**config.mk**
```make
export PLATFORM = sky130hd
export DESIGN_NAME = spi_reg_file
export DESIGN_NICKNAME = d
export VERILOG_FILES = /design/src/rtl/spi_reg_file_pkg.sv /design/src/rtl/spi_sync_edge.sv /design/src/rtl/spi_reg_file.sv
export SDC_FILE = /design/constraint.sdc
export NUM_CORES = 1
export LEC_CHECK = 0
export CORE_ASPECT_RATIO = 1.4
export CORE_UTILIZATION = 33
export DETAILED_ROUTE_END_ITERATION = 7
export REMOVE_ABC_BUFFERS = 1
export SYNTH_ARGS = -nofsm -noshare
export SYNTH_HDL_FRONTEND = slang
export SYNTH_SLANG_ARGS = --single-unit
```
**constraint.sdc**
```tcl
create_clock -name clk -period 5.2 [get_ports clk]
set_input_delay 1.04 -clock clk [delete_from_list [all_inputs] [get_ports clk]]
set_output_delay 1.04 -clock clk [all_outputs]
set_load 0.05 [all_outputs]
```
**src/rtl/spi_reg_file_pkg.sv**
```systemverilog
// Shared types and constants for the SPI register file: FSM states, error
// counter width and synchroniser depth.
package spi_reg_file_pkg;

    typedef enum logic [1:0] {
        ST_IDLE  = 2'd0,
        ST_SHIFT = 2'd1,
        ST_DONE  = 2'd2
    } state_t;

    localparam int ERR_CNT_W  = 8;
    localparam int SYNC_DEPTH = 2;

endpackage : spi_reg_file_pkg

```
**src/rtl/spi_sync_edge.sv**
```systemverilog
// Multi-flop synchroniser with one extra history flop for rise/fall detection
// of an asynchronous input; IDLE_VAL is the level held through reset.
module spi_sync_edge
    import spi_reg_file_pkg::*;
#(
    parameter logic IDLE_VAL = 1'b0
) (
    input  logic clk,
    input  logic rst,
    input  logic async_i,
    output logic sync_o,
    output logic rise_o,
    output logic fall_o
);

    logic [SYNC_DEPTH-1:0] sync_q;
    logic                  prev_q;

    always_ff @(posedge clk or posedge rst) begin
        if (rst) begin
            sync_q <= {SYNC_DEPTH{IDLE_VAL}};
            prev_q <= IDLE_VAL;
        end else begin
            sync_q <= {sync_q[SYNC_DEPTH-2:0], async_i};
            prev_q <= sync_q[SYNC_DEPTH-1];
        end
    end

    assign sync_o = sync_q[SYNC_DEPTH-1];
    assign rise_o = sync_o & ~prev_q;
    assign fall_o = ~sync_o & prev_q;

endmodule : spi_sync_edge

```
**src/rtl/spi_reg_file.sv**
```systemverilog
// SPI-addressed register file with peripheral chip-select/MISO routing.
// Optional register readback on spi_miso is enabled by SPI_REG_FILE_READBACK_EN.
module spi_reg_file
    import spi_reg_file_pkg::*;
#(
    parameter int              DATA_W     = 8,
    parameter int              ADDR_W     = 8,
    parameter int              NUM_REGS   = 4,
    parameter int              NUM_PERIPH = 8,
    parameter int              MUX_ADDR   = 0,
    parameter logic [DATA_W-1:0] RESET_VAL = '0
) (
    input  logic                         clk,
    input  logic                         rst,
    input  logic                         spi_clk,
    input  logic                         spi_cs,
    input  logic                         spi_special,
    input  logic                         spi_mosi,
    output logic                         spi_miso,
    input  logic [NUM_PERIPH-1:0]        miso_vec,
    output logic [NUM_PERIPH-1:0]        cs_vec,
    output logic [NUM_REGS*DATA_W-1:0]   regs_out,
    output logic                         frame_err,
    output logic [ERR_CNT_W-1:0]         err_count
);

    localparam int FRAME_W  = ADDR_W + DATA_W;
    localparam int BCNT_W   = $clog2(FRAME_W + 2);
    localparam int SETTLE   = SYNC_DEPTH + 1;
    localparam int SETTLE_W = $clog2(SETTLE + 1);

    logic cs_s, cs_rise, cs_fall;
    logic sp_s, sp_rise, sp_fall;
    logic sclk_s, sclk_rise, sclk_fall;
    logic mosi_s, mosi_rise, mosi_fall;

    spi_sync_edge #(.IDLE_VAL(1'b1)) u_sync_cs (
        .clk(clk), .rst(rst), .async_i(spi_cs),
        .sync_o(cs_s), .rise_o(cs_rise), .fall_o(cs_fall)
    );
    spi_sync_edge #(.IDLE_VAL(1'b1)) u_sync_sp (
        .clk(clk), .rst(rst), .async_i(spi_special),
        .sync_o(sp_s), .rise_o(sp_rise), .fall_o(sp_fall)
    );
    spi_sync_edge #(.IDLE_VAL(1'b0)) u_sync_sclk (
        .clk(clk), .rst(rst), .async_i(spi_clk),
        .sync_o(sclk_s), .rise_o(sclk_rise), .fall_o(sclk_fall)
    );
    spi_sync_edge #(.IDLE_VAL(1'b0)) u_sync_mosi (
        .clk(clk), .rst(rst), .async_i(spi_mosi),
        .sync_o(mosi_s), .rise_o(mosi_rise), .fall_o(mosi_fall)
    );

    state_t                state_q, state_d;
    logic [FRAME_W-1:0]    shift_q, shift_d;
    logic [BCNT_W-1:0]     bitcnt_q, bitcnt_d;
    logic [DATA_W-1:0]     regs_q [NUM_REGS];
    logic [DATA_W-1:0]     regs_d [NUM_REGS];
    logic [ERR_CNT_W-1:0]  err_cnt_q, err_cnt_d;
    logic                  frame_err_q, frame_err_d;
    logic [SETTLE_W-1:0]   settle_q;
    logic                  armed_q;

    logic [ADDR_W-1:0]     addr;
    logic [DATA_W-1:0]     data;
    logic                  frame_ok;
    logic                  frame_start;
    logic                  frame_end;
    logic [NUM_PERIPH-1:0] sel;
    logic                  rb_miso;

    assign addr        = shift_q[FRAME_W-1:DATA_W];
    assign data        = shift_q[DATA_W-1:0];
    assign frame_ok    = (bitcnt_q == BCNT_W'(FRAME_W)) && (32'(addr) < NUM_REGS);
    assign frame_start = armed_q && !cs_s && !sp_s && (cs_fall || sp_fall);
    assign frame_end   = cs_rise || sp_rise;

    // A frame already under way when reset releases must not be decoded, so
    // starts are only accepted once chip select has been seen high after settling.
    always_ff @(posedge clk or posedge rst) begin
        if (rst) begin
            settle_q <= '0;
            armed_q  <= 1'b0;
        end else begin
            if (settle_q != SETTLE_W'(SETTLE)) begin
                settle_q <= settle_q + 1'b1;
            end else if (cs_s) begin
                armed_q <= 1'b1;
            end
        end
    end

    always_comb begin
        state_d     = state_q;
        shift_d     = shift_q;
        bitcnt_d    = bitcnt_q;
        regs_d      = regs_q;
        err_cnt_d   = err_cnt_q;
        frame_err_d = 1'b0;
        unique case (state_q)
            ST_IDLE: begin
                if (frame_start) begin
                    state_d  = ST_SHIFT;
                    shift_d  = '0;
                    bitcnt_d = '0;
                end
            end
            ST_SHIFT: begin
                if (sclk_fall) begin
                    shift_d = {shift_q[FRAME_W-2:0], mosi_s};
                    if (bitcnt_q != BCNT_W'(FRAME_W + 1)) begin
                        bitcnt_d = bitcnt_q + 1'b1;
                    end
                end
                if (frame_end) begin
                    state_d = ST_DONE;
                end
            end
            ST_DONE: begin
                state_d = ST_IDLE;
                if (frame_ok) begin
                    for (int n = 0; n < NUM_REGS; n++) begin
                        if (32'(addr) == n) begin
                            regs_d[n] = data;
                        end
                    end
                end else begin
                    frame_err_d = 1'b1;
                    if (err_cnt_q != '1) begin
                        err_cnt_d = err_cnt_q + 1'b1;
                    end
                end
            end
            default: state_d = ST_IDLE;
        endcase
    end

    always_ff @(posedge clk or posedge rst) begin
        if (rst) begin
            state_q     <= ST_IDLE;
            shift_q     <= '0;
            bitcnt_q    <= '0;
            err_cnt_q   <= '0;
            frame_err_q <= 1'b0;
            for (int n = 0; n < NUM_REGS; n++) begin
                regs_q[n] <= RESET_VAL;
            end
        end else begin
            state_q     <= state_d;
            shift_q     <= shift_d;
            bitcnt_q    <= bitcnt_d;
            err_cnt_q   <= err_cnt_d;
            frame_err_q <= frame_err_d;
            regs_q      <= regs_d;
        end
    end

    for (genvar n = 0; n < NUM_REGS; n++) begin : g_regs_out
        assign regs_out[n*DATA_W +: DATA_W] = regs_q[n];
    end

    // Select register is zero-extended when narrower than the peripheral count.
    for (genvar i = 0; i < NUM_PERIPH; i++) begin : g_sel
        if (i < DATA_W) begin : g_bit
            assign sel[i] = regs_q[MUX_ADDR][i];
        end else begin : g_zero
            assign sel[i] = 1'b0;
        end
    end

`ifdef SPI_REG_FILE_READBACK_EN
    logic [DATA_W-1:0] rb_q;
    logic              rb_miso_q;
    logic [DATA_W-1:0] rb_sel;

    always_comb begin
        rb_sel = '0;
        for (int n = 0; n < NUM_REGS; n++) begin
            if (shift_q[ADDR_W-1:0] == ADDR_W'(n)) begin
                rb_sel = regs_q[n];
            end
        end
    end

    // Address is complete after ADDR_W falls; the next rising edge starts the data phase.
    always_ff @(posedge clk or posedge rst) begin
        if (rst) begin
            rb_q      <= '0;
            rb_miso_q <= 1'b0;
        end else if (state_q != ST_SHIFT) begin
            rb_q      <= '0;
            rb_miso_q <= 1'b0;
        end else if (sclk_rise) begin
            if (bitcnt_q == BCNT_W'(ADDR_W)) begin
                rb_miso_q <= rb_sel[DATA_W-1];
                rb_q      <= rb_sel << 1;
            end else begin
                rb_miso_q <= rb_q[DATA_W-1];
                rb_q      <= rb_q << 1;
            end
        end
    end

    assign rb_miso = rb_miso_q;

    logic unused_edges;
    assign unused_edges = ^{sclk_s, mosi_rise, mosi_fall};
`else
    assign rb_miso = 1'b0;

    logic unused_edges;
    assign unused_edges = ^{sclk_s, sclk_rise, mosi_rise, mosi_fall};
`endif

    assign cs_vec    = (!spi_cs && spi_special) ? ~sel : '1;
    assign spi_miso  = spi_special ? |(sel & miso_vec) : rb_miso;
    assign frame_err = frame_err_q;
    assign err_count = err_cnt_q;

endmodule : spi_reg_file
```
==> After elaboration in Yosys (flattened, before gate mapping) <==
Cells that the tools add are included.
{ "totals": {"in_bits": 14, "output_inout_bits": 50, "regBits": 78, "wordCells": 86} }
{ "op_classes": {"n_lt_le_gt_ge": 1, "reduce_logical": 23, "mux": 14, "n_eq_ne": 13, "bitwise": 14, "n_addsub": 3} }
{ "op_table": {"columns": ["op", "count"], "rows": [
  ["2-to-1 mux 16 bit", 2],
  ["case mux 16 bit (2 select lines)", 1],
  ["AND reduction 3 bit", 6],
  ["equality test 8 x 2 -> 1 bit, second input constant", 2],
  ["2-to-1 mux 5 bit", 3],
  ["inequality test 2 bit, second input constant", 5],
  ["case mux 5 bit (2 select lines)", 1],
  ["adder 8 x 1 -> 8 bit, second input constant", 1],
  ["bitwise AND 8 bit", 1],
  ["equality test 8 x 1 -> 1 bit, second input constant", 1],
  ["zero test 8 bit", 1],
  ["less-than comparator 8 x 3 -> 1 bit, second input constant", 1],
  ["2-to-1 mux 8 bit", 1],
  ["inequality test 8 bit, second input constant", 1],
  ["inverter 8 bit", 1],
  ["OR reduction 8 bit", 1],
  ["inverter 1 bit", 7],
  ["adder 5 x 1 -> 5 bit, second input constant", 1],
  ["bitwise AND 1 bit", 5],
  ["equality test 5 bit, second input constant", 1],
  ["logical AND 1 bit", 5],
  ["inequality test 5 bit, second input constant", 1],
  ["2-to-1 mux 2 bit", 2],
  ["case mux 2 bit (2 select lines)", 1],
  ["other kinds (10)", 16]
]} }

==> Logic depth before layout (Yosys ltp) <==
Gate-level depths: netlist (run 1).
{ "depth": {"ltp_word": 6, "mapped_depth": 6, "depth_no_buf": 6} }

==> Hierarchy <==
A second synthesis (run 1) with hierarchy kept.
{ "hier_totals": {"cells_unflattened": 268, "area_unflattened_um2": 3256.9} }
{ "by_module_without_submodules": {"columns": ["mod", "n_inst", "cells_per_inst", "area_per_inst_um2", "seq_area_each_um2"], "rows": [
  ["spi_reg_file", 1, 244, 2874.0, 1676.6],
  ["spi_sync_edge at u_sync_cs ...", 2, 6, 97.6, 78.8],
  ["spi_sync_edge at u_sync_mosi ...", 2, 6, 93.8, 75.1]
]} }

==> Worst setup path after synthesis (run 1) <==
Ideal clock, no wire load.
{ "synth_timing": {"kind": "input to output", "start": "input miso_vec[4]", "end": "output spi_miso", "required_time_ps": 4160, "cell_stages": 2, "path_buffers": 0, "t_arrival_ps": 2041, "setup_slack_ps": 2119, "path_cell_list": "a22oi_1 -> a41oi_1"} }
{ "synth_via": {"elab_chain_len": 3} }
{ "synth_rtl": {"columns": ["item", "line_no", "source"], "rows": [
  ["start: declaration", "spi_reg_file.sv:20", "input logic [NUM_PERIPH-1:0] miso_vec,"],
  ["bitwise AND 8 bit", "spi_reg_file.sv:216", "assign spi_miso = spi_special ? |(sel & miso_vec) : rb_miso;"],
  ["OR reduction 8 bit", "spi_reg_file.sv:216", null],
  ["2-to-1 mux 1 bit", "spi_reg_file.sv:216", null],
  ["end: declaration", "spi_reg_file.sv:19", "output logic spi_miso,"]
]} }
No other way between the ends.

==> Worst setup path after layout (run 1) <==
{ "layout_timing": {"start": "input spi_special", "end": "output cs_vec[1]"} }
{ "layout_via": {"elab_chain_len": 2} }
{ "layout_rtl": {"columns": ["item", "line_no", "source"], "rows": [
  ["start: declaration", "spi_reg_file.sv:17", "input logic spi_special,"],
  ["logical AND 1 bit", "spi_reg_file.sv:215", "assign cs_vec = (!spi_cs && spi_special) ? ~sel : '1;"],
  ["2-to-1 mux 8 bit", "spi_reg_file.sv:215", null],
  ["end: declaration", "spi_reg_file.sv:21", "output logic [NUM_PERIPH-1:0] cs_vec,"]
]} }
No other way between the ends.

==> results of run 1 <==
[worst reg2reg max path: stages, from the launching register on]
cell,delay [ns]
dfrtp_1,0.41
inv_1,0.11
ha_1,0.17
nor4b_4,0.43
nand4_2,0.19
nor3_4,0.42
mux2_2,0.40
[per-layer routing]
metal  vias to the layer above  share of wire
met5                         -              0
met4                         0          0.024
met3                        13          0.050
met2                        52           0.49
met1                      1119           0.44
li1                       1051              -
[cells in the final DEF (no fill, tap or decap), drive strengths merged, types with 4 or more instances in the layout]
| master | Yosys | layout |
|---|---|---|
| inv | 5 | 6 |
| mux2 | 35 | 35 |
| o21ai | 18 | 18 |
| dfrtp | 72 | 72 |
| a31oi | 4 | 4 |
| nor3b | 4 | 4 |
| nand3 | 10 | 10 |
| ha | 5 | 5 |
| nand2 | 47 | 47 |
| nand4 | 5 | 5 |
| a22oi | 4 | 4 |
| nand2b | 5 | 5 |
| xnor2 | 6 | 6 |
| clkbuf | 6 | 9 |
| clkdlybuf4s50 | 0 | 63 |
| dfstp | 6 | 6 |
[cell families (layout without fill, tap and decap cells)]
family | after synthesis | count (layout) | synth area share
AOI/OAI and AO/OA | 36 | 36 | 0.0698
xor gates and xnor gates | 6 | 6 | 0.0162
adders and majority gates | 5 | 5 | 0.0193
buffers and inverters | 11 | 87 | 0.0127
DFF | 78 | 78 | 0.604
muxes | 37 | 37 | 0.128
and+or+nand+nor | 86 | 86 | 0.150
[how the worst min path moves through the flow]
stage                                      from               endpoint
after global placement    u_sync_sclk.sync_q[0]  u_sync_sclk.sync_q[1]
after global routing      u_sync_sclk.sync_q[0]  u_sync_sclk.sync_q[1]
after detailed placement  u_sync_mosi.sync_q[0]  u_sync_mosi.sync_q[1]
after floorplan           u_sync_mosi.sync_q[0]  u_sync_mosi.sync_q[1]
after CTS                 u_sync_mosi.sync_q[0]  u_sync_mosi.sync_q[1]
final                     u_sync_mosi.sync_q[0]  u_sync_mosi.sync_q[1]
[sequential cells by signal, summed over array words and instances (netlist names), 5 cells and up]
signal and flops:
regs_out 24, shift_q 16, err_count 8, sel 8, bitcnt_q 5
[power by group through the flow]
stage	clock (mW)	sequential, mW	combinational, mW
3_3_place_gp	0	0.680	0.202
5_1_grt	0.758	0.677	0.225
3_5_place_dp	0	0.682	0.209
2_1_floorplan	0	0.725	0.0864
6_report	0.723	0.671	0.206
4_1_cts	0.737	0.671	0.209
[through the flow]
stage / cells / total power [mW] / hold slack (ns)
after floorplan: 253 / 0.811 / 0.331
after global placement: 451 / 0.882 / 0.337
after detailed placement: 451 / 0.890 / 0.336
after CTS: 467 / 1.62 / 0.350
after global routing: 467 / 1.66 / 0.358
final: 467 / 1.60 / 0.348
[area by class of cell]
| cell class | instances | area (µm²) | share of cell area |
|---|---|---|---|
| clock buffers | 9 | 225 | 0.0513 |
| clock inverters | 7 | 121 | 0.0276 |
| inverters | 5 | 18.8 | 0.00427 |
| multi-input cells | 170 | 1250 | 0.285 |
| flip-flops and latches | 78 | 1960 | 0.446 |
| well taps | 132 | 165 | 0.0376 |
| repair buffers | 66 | 653 | 0.149 |
==> flow_metrics.py, run 1 <==
metrics = {
    "outcome": {
        "status": "finished, final reports clean",
    },
    "sta": {
        "period_needed_ns": 3.97,
        "skew_ns": 0.00523,
        "hold_violations": 0,
        "setup_viol": 0,
        "fmax_ghz": 0.252,
        "rsz0062_at_grt": "no",
        "fin_setup_tns_ns": 0,
        "worst_slack_ns": 1.23,
        "drv_slew": 0,
        "worst_slew_pin_slew_ns": 1.04,
        "fin_crit_sh": 0.764,
        "relSlewSlack": 0.305,
    },
    "clock_tree": {
        "cts_max_path_buffers": 2,
        "cts_tree": "built",
        "ctsHoldBuffers": 0,
        "clkSinkCount": 78,
        "cts_root_buf": "clkbuf_16",
        "htree_num_levels": 3,
        "post-cts-setup-buffer-count": 0,
        "clkLatencyLatePin_ns": 0.34,
        "cts-buffers-inserted": 9,
        "clk_pin_slew_ns": 0.06,
        "ctsResizeCount": 0,
    },
    "drt": {
        "wl_um": 6790,
        "drtPass1Iterations": 4,
        "postRouteAntennaNets": 0,
        "first_iter_violations": 123,
        "post_drt_wl_per_cell_um": 14.5,
        "drc": 0,
        "vias_per_cell": 4.79,
        "vias": 2235,
    },
    "setup_path": {
        "crit_path_frequent_cell": "clkdlybuf4s50_1",
        "startpoint": "spi_special",
        "crit_buf_inv": 3,
        "reg2reg_from": "bitcnt_q[0]",
        "crit_fanout": 8,
        "cp_data_arrival_time_ns": 2.93,
        "critPathKind": "in2out",
        "cp-start-kind": "input pin",
        "cp.required_ns": 4.16,
        "r2r-end": "sel[1]",
        "max_stage_delay_ns": 0.72,
        "slowest_stage": "clkdlybuf4s50_1",
        "path_cells": "clkdlybuf4s50_1 -> inv_1 -> nor2_1 -> nand2_1 -> clkdlybuf4s50_1",
        "path_delay_family": "buffers and inverters",
        "cp-end-kind": "output pin",
        "reg2regPathDepth": 6,
        "path_depth": 5,
        "r2r_slack_ns": 2.95,
        "cp-endpoint": "cs_vec[1]",
    },
    "global_route": {
        "grt.total_usage": 0.148,
        "gr-usage-met1": 0.184,
        "grt_pass1_vias": 2214,
        "grt_remaining_overflow": 0,
        "grt_util_met2": 0.233,
        "grt_max_degree": 51,
        "antenna_found_initial": 0,
        "busiest_layer": "met2",
        "grt_pass1_wl_um": 11400,
        "use_met3": 0.0395,
    },
    "synth": {
        "avgSynthCellArea_um2": 12.5,
        "synth_edf_count": 0,
        "ys.flop_type": "dfrtp_1",
        "synth-seq-area-share": 0.604,
        "synth-seq-cells": 78,
        "synth_most_common_cell": "dfrtp_1",
        "synth_top_cell_by_area": "dfrtp_1",
        "synth.area.top_cells": "dfrtp_1 (56%), mux2_2 (12%), nand2_1 (5.4%)",
        "postSynth.asyncResetShare": 1.00,
        "synthTopCellsByCount": "dfrtp_1 (72), nand2_1 (47), mux2_2 (35), o21ai_0 (18), nand3_1 (10)",
        "synthCells": 259,
        "yosysTopAreaCellShare": 0.556,
        "ys_types": 36,
        "synth.cell_area_um2": 3240,
        "ys.warnings.count": 0,
    },
    "pwr": {
        "peakVddDrop_v": 0.000187,
        "swShare": 0.260,
        "pwr-share-seq": 0.419,
        "combPwrFrac": 0.129,
        "p_int_mw": 1.18,
        "clock_power_share": 0.452,
        "leakagePower_nw": 1.87,
        "p_sw_uw": 416,
        "power_density_nw_per_um2": 364,
    },
    "cells_and_area": {
        "fill_cells": 881,
        "final_util": 0.462,
        "final_cell_area_um2": 4390,
        "layout-drive-gt1-share": 0.218,
        "num_antenna_cells": 0,
        "syn_to_final_growth_pct": 35.5,
        "final_nets": 349,
    },
    "placed_design": {
        "hpwlAfterDp_um": 4640,
        "gp_congestion": 0.741,
        "place_ws_ns": 1.21,
        "port_buffers": 63,
        "place_area_um2": 4050,
    },
    "flow_run": {
        "maxCapViolations": 0,
    },
    "floorplan": {
        "die_h_um": 119,
        "die_w_um": 85.8,
        "fp.dieArea_um2": 10200,
        "start_util": 0.341,
        "row_count": 42,
        "io_pins": 64,
        "core_area_um2": 9510,
    },
    "worst_hold_path": {
        "hold_depth": 0,
        "min_path_type": "reg2reg",
    },
}
Note: power is estimated with default switching activity, not from simulation.
==> inputs of run 2 (changes only) <==
clock period = 3.3 ns   (was 5.2 ns; I/O delays follow)
==> run 2 against run 1 <==
  * Die area unchanged
  * Worst hold slack got worse by 0.0015 ns
  * Critical path depth stayed put
  * Critical path type unchanged
  * Critical endpoint is now cs_vec[4]
  * Largest power group unchanged
  * Highest routed layer unchanged
==> flow_metrics.py, run 2 (synthesis gave the netlist of run 1 again) <==
metrics = {
    "outcome": {
        "status": "finished, final reports clean",
    },
    "clock_tree": {
        "htree_num_levels": 3,
        "ctsResizeCount": 0,
        "post-cts-setup-buffer-count": 0,
        "clkSinkCount": 78,
        "cts-buffers-inserted": 9,
        "cts_max_path_buffers": 2,
        "clk_pin_slew_ns": 0.06,
        "cts_tree": "built",
        "cts_root_buf": "clkbuf_16",
        "clkLatencyLatePin_ns": 0.34,
        "ctsHoldBuffers": 0,
    },
    "sta": {
        "setup_viol": 0,
        "period_needed_ns": 2.72,
        "worst_slew_pin_slew_ns": 0.625,
        "fin_crit_sh": 0.824,
        "fin_setup_tns_ns": 0,
        "fmax_ghz": 0.368,
        "hold_violations": 0,
        "rsz0062_at_grt": "no",
        "skew_ns": 0.00576,
        "relSlewSlack": 0.582,
        "drv_slew": 0,
    },
    "global_route": {
        "grt_pass1_vias": 2168,
        "grt.total_usage": 0.147,
        "grt_max_degree": 44,
        "grt_pass1_wl_um": 11200,
        "antenna_found_initial": 0,
        "grt_remaining_overflow": 0,
    },
    "setup_path": {
        "cp-start-kind": "input pin",
        "crit_fanout": 8,
        "path_delay_family": "buffers and inverters",
        "max_stage_delay_ns": 0.49,
        "reg2reg_from": "bitcnt_q[0]",
        "crit_buf_inv": 3,
        "cp_data_arrival_time_ns": 2.06,
        "cp.required_ns": 2.64,
        "path_cells": "clkdlybuf4s50_1 -> inv_1 -> nor2_1 -> nand2_1 -> buf_4",
        "r2r_slack_ns": 1.10,
        "slowest_stage": "nor2_1",
        "critPathKind": "in2out",
        "cp-end-kind": "output pin",
        "startpoint": "spi_special",
    },
    "floorplan": {
        "row_count": 42,
        "fp.dieArea_um2": 10200,
        "core_area_um2": 9510,
        "start_util": 0.341,
        "io_pins": 64,
        "die_h_um": 119,
        "die_w_um": 85.8,
    },
    "drt": {
        "vias_per_cell": 4.69,
        "vias": 2197,
        "drc": 0,
        "first_iter_violations": 123,
        "postRouteAntennaNets": 0,
        "wl_um": 6860,
        "drtPass1Iterations": 4,
        "post_drt_wl_per_cell_um": 14.7,
    },
    "pwr": {
        "power_density_nw_per_um2": 574,
        "combPwrFrac": 0.127,
        "swShare": 0.252,
        "clock_power_share": 0.453,
        "p_sw_uw": 637,
        "peakVddDrop_v": 0.000331,
        "leakagePower_nw": 1.88,
        "p_int_mw": 1.89,
        "pwr-share-seq": 0.420,
    },
    "cells_and_area": {
        "final_cell_area_um2": 4390,
        "fill_cells": 880,
        "num_antenna_cells": 0,
        "largest_reg_flops": 24,
        "final_nets": 350,
        "layout-drive-gt1-share": 0.244,
        "layout_common_cells": "dfrtp_1 (72), clkdlybuf4s50_1 (54), nand2_1 (47)",
        "syn_to_final_growth_pct": 35.5,
        "layout_commonest_cell": "dfrtp_1",
    },
    "flow_run": {
        "maxCapViolations": 0,
    },
    "placed_design": {
        "port_buffers": 63,
        "hpwlAfterDp_um": 4760,
        "place_area_um2": 4040,
        "gp_congestion": 0.716,
    },
    "worst_hold_path": {
        "min_path_type": "reg2reg",
        "hp-start": "u_sync_mosi.sync_q[0]",
    },
}
run 2: worst reg2reg max path, cell delays in order (launching register included):
cell and delay [ns]:
dfrtp_1 0.42, inv_1 0.11, ha_1 0.17, nor4b_4 0.41, nand4_2 0.18, nor3_4 0.40, mux2_2 0.39
run 2: power groups by stage:
| stage | clock network (mW) | registers (mW) | logic, mW |
|---|---|---|---|
| floorplan | 0 | 1.14 | 0.136 |
| global placement | 0 | 1.07 | 0.321 |
| detailed placement | 0 | 1.08 | 0.325 |
| CTS | 1.17 | 1.06 | 0.326 |
| global route | 1.20 | 1.07 | 0.350 |
| finish | 1.14 | 1.06 | 0.320 |
run 2: stage by stage:
stage,util,std cells,hold slack (ns),worst slack (ns),power [mW]
final,0.462,468,0.347,0.581,2.52
after global routing,0.462,468,0.351,0.484,2.62
after CTS,0.462,468,0.348,0.548,2.55
after detailed placement,0.425,452,0.335,0.558,1.40
after global placement,0.425,452,0.333,0.634,1.39
after floorplan,-,253,0.331,0.594,1.28
run 2: per-layer routing:
layer | global-route usage | vias up | wire length [µm]
met5 | 0 | - | 0
met4 | 0.0750 | 0 | 156
met3 | 0.0395 | 10 | 313
li1 | - | 1054 | -
met2 | 0.237 | 54 | 3330
met1 | 0.181 | 1079 | 3060
run 2: layout make-up:
type                    count  area, µm²  share of cell area
flip-flops and latches     78       1960               0.446
multi-input cells         170       1250               0.285
repair buffers             67        651               0.148
clock buffers              11        243              0.0553
well taps                 132        165              0.0376
clock inverters             5        106              0.0242
inverters                   5       18.8             0.00427
run 2: final timing paths:
path	to	depth (start not counted)
worst max-delay path	cs_vec[4]	5
worst min-delay path	u_sync_mosi.sync_q[1]	0
worst max register to register	sel[2]	6
worst min register to register	u_sync_mosi.sync_q[1]	0
max in group asynchronous	u_sync_sp.sync_q[1]	3
min in group asynchronous	regs_out[24]	2
